File: src/rtl/counter_pkg.sv
// Shared definitions for the down_counter timer: state encoding and default width.
package counter_pkg;

  localparam int DEFAULT_WIDTH = 4;

  typedef enum logic [1:0] {
    ST_IDLE = 2'b00,
    ST_RUN  = 2'b01,
    ST_HOLD = 2'b10,
    ST_DONE = 2'b11
  } state_e;

endpackage

File: src/rtl/down_counter.sv
// Loadable down-counter/timer with pause, stop and a one-cycle done pulse.
// Optional feature: define AUTO_RELOAD_EN for periodic reload from a captured start value.
module down_counter
  import counter_pkg::*;
#(
  parameter int WIDTH = DEFAULT_WIDTH
) (
  input  logic             clk,
  input  logic             reset,
  input  logic             load,
  input  logic [WIDTH-1:0] load_value,
  input  logic             start,
  input  logic             pause,
  input  logic             stop,
  output logic [WIDTH-1:0] count,
  output logic             busy,
  output logic             done
);

  state_e           state_q, state_d;
  logic [WIDTH-1:0] count_q, count_d;
  logic [WIDTH-1:0] eff_value;

`ifdef AUTO_RELOAD_EN
  logic [WIDTH-1:0] reload_q, reload_d;
`endif

  // Start value seen by an IDLE start: a simultaneous load takes precedence.
  assign eff_value = load ? load_value : count_q;

  always_comb begin
    state_d  = state_q;
    count_d  = count_q;
`ifdef AUTO_RELOAD_EN
    reload_d = reload_q;
`endif
    unique case (state_q)
      ST_IDLE: begin
        if (load) begin
          count_d  = load_value;
`ifdef AUTO_RELOAD_EN
          reload_d = load_value;
`endif
        end
        if (start) begin
          state_d = (eff_value != '0) ? ST_RUN : ST_DONE;
        end
      end
      ST_RUN: begin
        if (stop) begin
          state_d = ST_IDLE;
        end else if (pause) begin
          state_d = ST_HOLD;
        end else if (count_q <= WIDTH'(1)) begin
          count_d = '0;
          state_d = ST_DONE;
        end else begin
          count_d = count_q - WIDTH'(1);
        end
      end
      ST_HOLD: begin
        if (stop) begin
          state_d = ST_IDLE;
        end else if (!pause) begin
          state_d = ST_RUN;
        end
      end
      ST_DONE: begin
`ifdef AUTO_RELOAD_EN
        if (stop || (reload_q == '0)) begin
          state_d = ST_IDLE;
        end else begin
          state_d = ST_RUN;
          count_d = reload_q;
        end
`else
        state_d = ST_IDLE;
`endif
      end
      default: state_d = ST_IDLE;
    endcase
  end

  always_ff @(posedge clk or posedge reset) begin
    if (reset) begin
      state_q  <= ST_IDLE;
      count_q  <= '0;
`ifdef AUTO_RELOAD_EN
      reload_q <= '0;
`endif
    end else begin
      state_q  <= state_d;
      count_q  <= count_d;
`ifdef AUTO_RELOAD_EN
      reload_q <= reload_d;
`endif
    end
  end

  assign count = count_q;
  assign busy  = (state_q == ST_RUN) || (state_q == ST_HOLD);
  assign done  = (state_q == ST_DONE);

endmodule

File: config.mk
export PLATFORM = sky130hd
export DESIGN_NAME = down_counter
export DESIGN_NICKNAME = d
export VERILOG_FILES = /design/src/rtl/counter_pkg.sv /design/src/rtl/down_counter.sv
export SDC_FILE = /design/constraint.sdc
export NUM_CORES = 1
export LEC_CHECK = 0
export BUFFER_PORTS_ARGS = -buffer_cell sky130_fd_sc_hd__buf_2
export CAP_MARGIN = 20
export CORE_MARGIN = 2
export CORE_UTILIZATION = 32
export DETAILED_ROUTE_END_ITERATION = 7
export HOLD_SLACK_MARGIN = 0.05
export PLACE_DENSITY = 0.59
export SYNTH_ARGS = -nofsm -noshare
export SYNTH_HDL_FRONTEND = slang
export SYNTH_SLANG_ARGS = --single-unit
File: constraint.sdc
create_clock -name clk -period 2.06 [get_ports clk]
set_clock_uncertainty 0.1 [all_clocks]
set_input_delay 0.309 -clock clk [delete_from_list [all_inputs] [get_ports clk]]
set_output_delay 0.309 -clock clk [all_outputs]
set_load 0.02 [all_outputs]
==> metrics.cfg, run 1 <==
[timing]
finalHoldViolations=0
min_period_over_period_pct=94.9
setup_viol=0
setup_tns_ps=0
layout_min_cycle_time_ps=1960
worst_pin_slew_ps=482
maxSlewHeadroom_pct=67.6
grt_setup_unrepaired=false
slew_viol_final=0
whs_ps=386
fmax_ghz=0.511
setup_ws_ps=105

[grt]
grt_max_degree=9
grt_pass1_wl_um=2070
overflow=0
antenna_found_initial=0
grt_pass1_vias=489
track_usage_pct=15.5

[min_path]
hold_class=input pin to register

[floorplanning]
rows=14
dieArea_um2=1840
die_height_um=43.0
core-area_um2=1470
initial_utilization_pct=33.0
fp.dieW_um=43.0
io_pins=16

[critical_path]
crit_arrival_ps=1980
cp-end-kind=register
cp_data_required_time_ps=2080
path_class=register to register
crit_path_start_kind=register
crit_path_max_fanout=3

[synthesis]
post-synth-top-count-cell=inv_1
yosys.area.top_type_share_pct=30.9
synth-main-ff-cell=dfrtp_1
async_flop_share_pct=100
netlist_instances=52
ys_seq_elements=6
synth_edf_count=0
yosysUniqueCellTypes=25
syn_nets=68
synth_top_area_cell=dfrtp_1
synth_area_leaders=dfrtp_1, ha_1, inv_1
syn_area_um2=485
ys_seq_area_share_pct=30.9
yosys_warnings=0
avgSynthCellArea_um2=9.34
synthTopCellsByCount=inv_1, dfrtp_1, ha_1

[power_and_ir_drop]
max-vdd-ir-drop_mv=0.591
powerDensity_nw_per_um2=1530
p_leak_nw=0.330

[route]
drt-initial-drc-count=6
first_pass_iters=4
ant_nets=0
wl_per_cell_um=14.0
routed_wl_um=1260
route.detailed.drc=0
num_vias=482
viasPerCell=5.36

[clock_network]
cts_max_level=1
cts_buffers=3
clk_pin_slew_ps=40
clock-sinks=6
cts_tree=built
clockRootBuffer=clkbuf_4
cts_resized=0
clock_latency_ps=240
clockBufferDepth=2
post-cts-setup-buffer-count=0

[cells_and_area]
multiInputGateArea_um2=305
num-fill-cells=160
drive_above_1_share_pct=33.8
antennaDiodeCount=0
fin_nets=92
final_cell_count_no_fill=90
area_growth_pct=31.7
regArea_um2=150

[placed_design]
dp_hpwl_um=977
gp_congestion=0.745
place_ws_ps=79.0
place_inst=86
portBuffers=15

[status]
status=finished, final reports clean

[run]
maxCapViolations=0

==> layout by cell type (no fill, tap or decap), types with 2 or more instances in the layout <==
cell	instances
a22o_1	3
buf_2	15
buf_4	4
clkbuf_4	3
dfrtp_1	6
ha_1	6
inv_1	7
mux2i_1	2
nand2_1	2
nor2_1	2
nor3_1	2
o21ai_0	4
o22ai_1	3
==> kinds of logic after synthesis <==
family                     share of synthesized area [%]
DFF                                                 30.9
adders and majority gates                           15.5
buffers and inverters                               6.19
AOI/OAI and AO/OA                                   27.6
and+or+nand+nor                                     13.4
muxes                                               6.44
==> where the power goes <==
part	total (mW)	switching, mW	internal [mW]
Combinational	0.626	0.340	0.285
Sequential	0.248	0.0719	0.176
Clock	0.107	0.0409	0.0658
Total	0.980	0.453	0.527
==> what timing repair did <==
action | CTS | global route
hold endpoints to repair | 6 | 0
setup endpoints to repair | 0 | 1
hold buffers | 1 | 0
==> critical path: stages (launching register included) <==
cell,delay [ps]
dfrtp_1,370
inv_1,90
ha_1,180
nor2_1,60
or3_1,300
a222oi_1,360
mux2_1,360
==> area by class of cell <==
| class | count | area share [%] |
|---|---|---|
| Timing Repair Buffer | 20 | 18.0 |
| Inverter | 7 | 4.11 |
| Clock buffer | 3 | 3.52 |
| Multi-Input combinational cell | 38 | 47.7 |
| Tap cell | 16 | 3.13 |
| Sequential cell | 6 | 23.5 |
==> final timing paths <==
kind,from,endpoint,slack (ps),depth (start not counted)
setup / recovery,count[1],state_q[1],100,6
hold / removal,pause,state_q[1],390,3
setup reg to reg,count[1],state_q[1],100,6
hold reg to reg,state_q[1],state_q[1],450,1
max in group asynchronous,reset,count[0],1250,3
min in group asynchronous,reset,count[2],420,3
==> layer usage <==
metal	up-vias	GRT usage, %	part of all wire (%)
met4	0	1.82	0
met5	-	0	0
met1	228	17.4	46
li1	239	-	-
met3	0	8.09	6.0
met2	15	27.0	47
==> stage by stage <==
stage                     instance area (µm²)  utilization, %  power, mW
final                                     639            43.5      0.980
after floorplan                           485               -      0.657
after detailed placement                  607            41.2      0.869
after global routing                      639            43.5       1.07
after global placement                    607            41.2      0.860
after CTS                                 639            43.5      0.986
==> flip-flops by register name, indices dropped and copies added, names as in the netlist <==
register,flops
count,4
state_q,2
(Power assumes the default switching activity.)
==> inputs of run 2 (changes only) <==
ABC_AREA = 1   (was default)
PLACE_DENSITY = 0.57   (was 0.59)
==> run 2 against run 1 <==
  * Cell count grew 52%
  * Count of clock-buffer cells in the layout did not move
  * Routed wire length grew 1.4%
  * Sequential share of layout area decreased by 2.7 points
  * Combinational power is 12% higher
  * Die area grew 20%
  * Cell area grew 13%
  * Highest routed layer is now met4
==> metrics.cfg, run 2 <==
[timing]
finalHoldViolations=0  ; unchanged
setup_tns_ps=0  ; unchanged
grt_setup_unrepaired=false
min_period_over_period_pct=75.6  ; -19 points
maxSlewHeadroom_pct=76.7  ; +9.1 points
setup_ws_ps=504  ; +399 ps
slew_viol_final=0  ; unchanged
layout_min_cycle_time_ps=1560  ; -399 ps
fmax_ghz=0.643  ; +26%
worst_pin_slew_ps=349  ; -133 ps
whs_ps=361  ; -24.5 ps
setup_viol=0  ; unchanged

[synthesis]
synth_area_leaders=dfrtp_1, ha_1, nand2_1
ys_seq_area_share_pct=25.3  ; -5.7 points
synth_compound_area_share_pct=8.42  ; -19 points
synth_mux_area_share_pct=0  ; -6.4 points
yosysUniqueCellTypes=18  ; -28%
ys_seq_elements=6  ; unchanged
synth_fa_ha_area_share_pct=12.6  ; -2.8 points
netlist_instances=94  ; +81%
yosys.area_share.xor_xnor_pct=0  ; unchanged
yosys_warnings=0  ; unchanged
synth_edf_count=0  ; unchanged
synthTopCellsByCount=nand2_1, nor2_1, inv_1
yosys.area.top_type_share_pct=25.3  ; -5.7 points
synth_top_area_cell=dfrtp_1
avgSynthCellArea_um2=6.32  ; -32%
synth-main-ff-cell=dfrtp_1
yosys.area_share.simple_pct=39.8  ; +26 points
syn_nets=110  ; +62%
syn_area_um2=594  ; +22%
synth_top_family_by_area=simple AND/OR/NAND/NOR gates
async_flop_share_pct=100  ; unchanged

[clock_network]
clockBufferDepth=2  ; unchanged
cts_resized=0  ; unchanged
cts_max_level=1  ; unchanged
clock_latency_ps=250  ; about the same
clk_pin_slew_ps=50  ; about the same
clock-sinks=6  ; unchanged
clockRootBuffer=clkbuf_4
post-cts-setup-buffer-count=0  ; unchanged
hold_buffers=1  ; unchanged
cts_buffers=3  ; unchanged
cts_tree=built

[route]
routed_wl_um=1280  ; +1.4%
drt-initial-drc-count=8  ; +2
viasPerCell=4.35  ; -19%
wl_per_cell_um=9.34  ; -33%
ant_nets=0  ; unchanged
num_vias=596  ; +24%
first_pass_iters=4  ; unchanged
route.detailed.drc=0  ; unchanged

[min_path]
hold_class=input pin to register

[floorplanning]
die_height_um=47.1  ; +9.7%
initial_utilization_pct=34.1  ; +1.1 points
core-area_um2=1750  ; +19%
io_pins=16  ; unchanged
dieArea_um2=2220  ; +20%
fp.dieW_um=47.1  ; +9.7%
rows=15  ; +1

[placed_design]
dp_hpwl_um=1060  ; +8.4%
place_ws_ps=507  ; +428 ps
place_inst=133  ; +55%
portBuffers=15  ; unchanged
gp_congestion=0.794  ; +6.7%

[grt]
antenna_found_initial=0  ; unchanged
grt_pass1_wl_um=2150  ; +3.6%
grt_pass1_vias=527  ; +7.8%
track_usage_pct=13.9  ; -1.6 points
grt_max_degree=9  ; unchanged
overflow=0  ; unchanged

[power_and_ir_drop]
powerDensity_nw_per_um2=1460  ; -5.0%
p_leak_nw=0.416  ; +26%
power_mw=1.05  ; +7.3%
max-vdd-ir-drop_mv=0.437  ; -26%

[critical_path]
cp-end-kind=output port
path_class=register to output port
crit_arrival_ps=1150  ; -830 ps
crit_path_max_fanout=4  ; +1
crit_path_start_kind=register
cp_data_required_time_ps=1650  ; -430 ps

[cells_and_area]
drive_above_1_share_pct=30.4  ; -3.4 points
fin_nets=130  ; +41%
mostFrequentLayoutCells=nand2_1, nor2_1, buf_2
area_growth_pct=21.5
largest_register_ff_count=4  ; unchanged
final_cell_count_no_fill=137  ; +52%
antennaDiodeCount=0  ; unchanged

[run]
maxCapViolations=0  ; unchanged

[status]
status=finished, final reports clean

-- run 2: cell types whose count changed in the layout (fill, tap and decap cells not counted), moves of 3 or more --
cell     delta
inv_2       +7
nand3_1     +5
buf_4       -4
o21ai_0     -4
nand2_2     +4
nor2_1     +18
inv_1       +5
o22ai_1     -3
nand2_1    +18
a22o_1      -3
-- run 2: path summary, 6_finish.rpt --
path	start	endpoint	slack, ps	depth (start not counted)
max	state_q[0]	busy	500	3
min in group asynchronous	reset	count[0]	420	3
max reg2reg	state_q[1]	state_q[1]	520	7
min reg2reg	count[1]	count[1]	420	2
min	load_value[1]	count[1]	360	5
max in group asynchronous	reset	state_q[0]	1240	3
-- run 2: cell families (layout without fill, tap and decap cells) --
| group | after synthesis | in the layout |
|---|---|---|
| buffers and inverters | 20 | 38 |
| adder cells (fa/ha/maj) | 6 | 6 |
| flip-flops | 6 | 6 |
| AND/OR/NAND/NOR | 54 | 54 |
| AO/OA/AOI/OAI | 8 | 8 |
-- run 2: critical path, cell delays in order (launching register included) --
cell	delay, ps
dfrtp_1	380
inv_1	80
ha_1	290
buf_2	160
-- run 2: power by group --
part / total (mW) / internal (mW) / switching, mW
sequential: 0.243 / 0.179 / 0.0644
combinational: 0.698 / 0.247 / 0.451
clock: 0.110 / 0.0660 / 0.0442
total: 1.05 / 0.492 / 0.560
-- run 2: cell type report --
class / instances / area, µm²
clock buffers: 3 / 22.5
fillers: 204 / 1020
inverters: 19 / 71.3
multi-input cells: 68 / 362
flip-flops and latches: 6 / 150
well taps: 25 / 31.3
repair buffers: 16 / 85.1
-- run 2: metrics by stage --
stage / util [%] / instance area (µm²)
final: 41.4 / 722
after global routing: 41.4 / 722
after CTS: 41.4 / 722
after detailed placement: 39.5 / 689
after global placement: 39.5 / 689
after floorplan: - / 594
-- run 2: per-layer routing --
metal  global-route usage, %  wire, µm
met1                    17.1       575
met5                       0         0
met4                    5.00        29
met2                    22.7       602
met3                    4.62        71
==> inputs of run 3 (changes only) <==
clock period = 1.25 ns   (was 2.06 ns; I/O delays follow)
==> run 3 against run 2 <==
  * The run now ends with negative setup slack left
  * Global-route usage up 2.3 points
  * Worst setup slack worse by 610 ps
  * Hold slack worse by 99 ps
  * Cell area up 40%
  * Count of clock-buffer cells in the layout unchanged
  * Die area unchanged
  * First-iteration DRC count up 38%
  * Flip-flop and latch count unchanged
  * Sequential share of layout area down 5.7 points
  * Critical path depth up 4
  * Clock power up 55%
  * Routed wire length up 23%
==> metrics.cfg, run 3 (synthesis results as in run 2) <==
[cells_and_area]
layout_commonest_cell=nand2_1
area_growth_pct=70.3
design_area_um2=1010  ; +40%
utilization_pct=58.0  ; +17 points
fin_nets=145  ; +12%
antennaDiodeCount=0  ; unchanged
mostFrequentLayoutCells=nand2_1, nor2_1, buf_4
largest_register_ff_count=4  ; unchanged
drive_above_1_share_pct=59.1  ; +29 points
num-fill-cells=160  ; -22%

[clock_network]
clock-sinks=6  ; unchanged
clockBufferDepth=2  ; unchanged
cts_buffers=3  ; unchanged
clk_pin_slew_ps=40  ; about the same
clockRootBuffer=clkbuf_4
cts_max_level=1  ; unchanged
clock_latency_ps=240  ; about the same
cts_tree=built

[grt]
track_usage_pct=16.2  ; +2.3 points
grt_pass1_vias=633  ; +20%
overflow=0  ; unchanged
grt_pass1_wl_um=2550  ; +19%
antenna_found_initial=0  ; unchanged
grt_max_degree=7  ; -2

[min_path]
hold_class=input pin to register
worst_hold_path.num_cells=5  ; unchanged

[run]
maxCapViolations=0  ; unchanged

[route]
drt-initial-drc-count=11  ; +3
first_pass_iters=4  ; unchanged
num_vias=661  ; +11%
wl_per_cell_um=10.4  ; +11%
routed_wl_um=1580  ; +23%
viasPerCell=4.35  ; about the same
route.detailed.drc=0  ; unchanged
ant_nets=0  ; unchanged

[placed_design]
placed_area_um2=779  ; +13%
dp_hpwl_um=1050  ; -1.2%
portBuffers=15  ; unchanged
gp_congestion=0.750  ; -5.6%

[timing]
slew_viol_final=0  ; unchanged
fmax_ghz=0.735
layout_min_cycle_time_ps=1360
grt_setup_unrepaired=true
setup_ws_ps=-111  ; -614 ps
worst_pin_slew_ps=240  ; -110 ps
maxSlewHeadroom_pct=84.0  ; +7.2 points
min_period_over_period_pct=109
finalHoldViolations=0  ; unchanged
setup_viol=9  ; +9

[critical_path]
crit_path_start_kind=register
crit_path_max_fanout=5  ; +1
cp-end-kind=register
cp_data_required_time_ps=1270  ; -380 ps
path_class=register to register
rr_worst_depth=7  ; unchanged
crit_arrival_ps=1380  ; +230 ps

[floorplanning]
fp.dieW_um=47.1  ; unchanged
io_pins=16  ; unchanged
initial_utilization_pct=34.1  ; unchanged
rows=15  ; unchanged
dieArea_um2=2220  ; unchanged
die_height_um=47.1  ; unchanged
core-area_um2=1750  ; unchanged

[power_and_ir_drop]
max-vdd-ir-drop_mv=1.18  ; +170%
p_leak_nw=0.512  ; +23%
power_mw=2.71  ; +160%
powerDensity_nw_per_um2=2670  ; +84%

[status]
status=finished, violations left
failed_checks=negative setup slack

run 3: cell count changes in the layout (fill, tap and decap cells not counted), sizes merged:
cell,before,now
buf,15,30
run 3: worst paths after layout:
path,from,endpoint,slack [ps]
worst max-delay path,state_q[0],count[1],-110
min in group asynchronous,reset,count[2],310
worst max register to register,state_q[0],count[1],-110
max in group asynchronous,reset,count[1],530
worst min-delay path,load_value[1],count[1],260
worst min register to register,count[2],count[2],530
run 3: where the power goes:
part           switching, mW  leakage [nW]  internal, mW  total [mW]
Combinational           1.10         0.431          1.02        2.12
Sequential             0.113        0.0679         0.301       0.414
Clock                 0.0632        0.0138         0.108       0.171
Total                   1.28         0.512          1.43        2.71
run 3: final cells by class:
cell class,count,area (µm²),share of cell area (%)
clock buffers,3,22.5,2.22
repair buffers,31,234,23.1
well taps,25,31.3,3.09
flip-flops and latches,6,153,15.1
multi-input cells,68,493,48.7
inverters,19,78.8,7.79
run 3: through the flow:
step	worst slack [ps]	setup TNS, ps	hold WS (ps)	instances
final	-111	-839	262	152
after global routing	-163	-1330	296	152
after CTS	-120	-724	256	148
after detailed placement	-153	-666	6.95	140
after global placement	-148	-712	8.10	140
after floorplan	-75.1	-341	-122	94
run 3: layer usage:
| metal | GRT usage, % | up-vias | routed length, µm | part of all wire [%] |
|---|---|---|---|---|
| li1 | - | 349 | - | - |
| met5 | 0 | - | 0 | 0 |
| met4 | 5.00 | 0 | 18 | 1.1 |
| met1 | 18.9 | 296 | 674 | 43 |
| met2 | 29.3 | 14 | 836 | 53 |
| met3 | 3.85 | 2 | 47 | 3.0 |
run 3: worst max-delay path: stages, from the launching register on:
cell and delay, ps:
dfrtp_1 390, buf_4 150, ha_4 180, buf_6 130, nand2_4 70, nor2_2 30, o21ai_1 120, nand2_1 70
run 3: repair_timing:
| action | CTS | global route |
|---|---|---|
| gates resized for setup | 26 | 12 |
| hold buffers | 1 | 0 |
| cloned | 0 | 0 |
| setup endpoints to repair | 8 | 10 |
| hold endpoints to repair | 6 | 0 |
| buffers inserted | 4 | 4 |
| pin swaps | 5 | 7 |
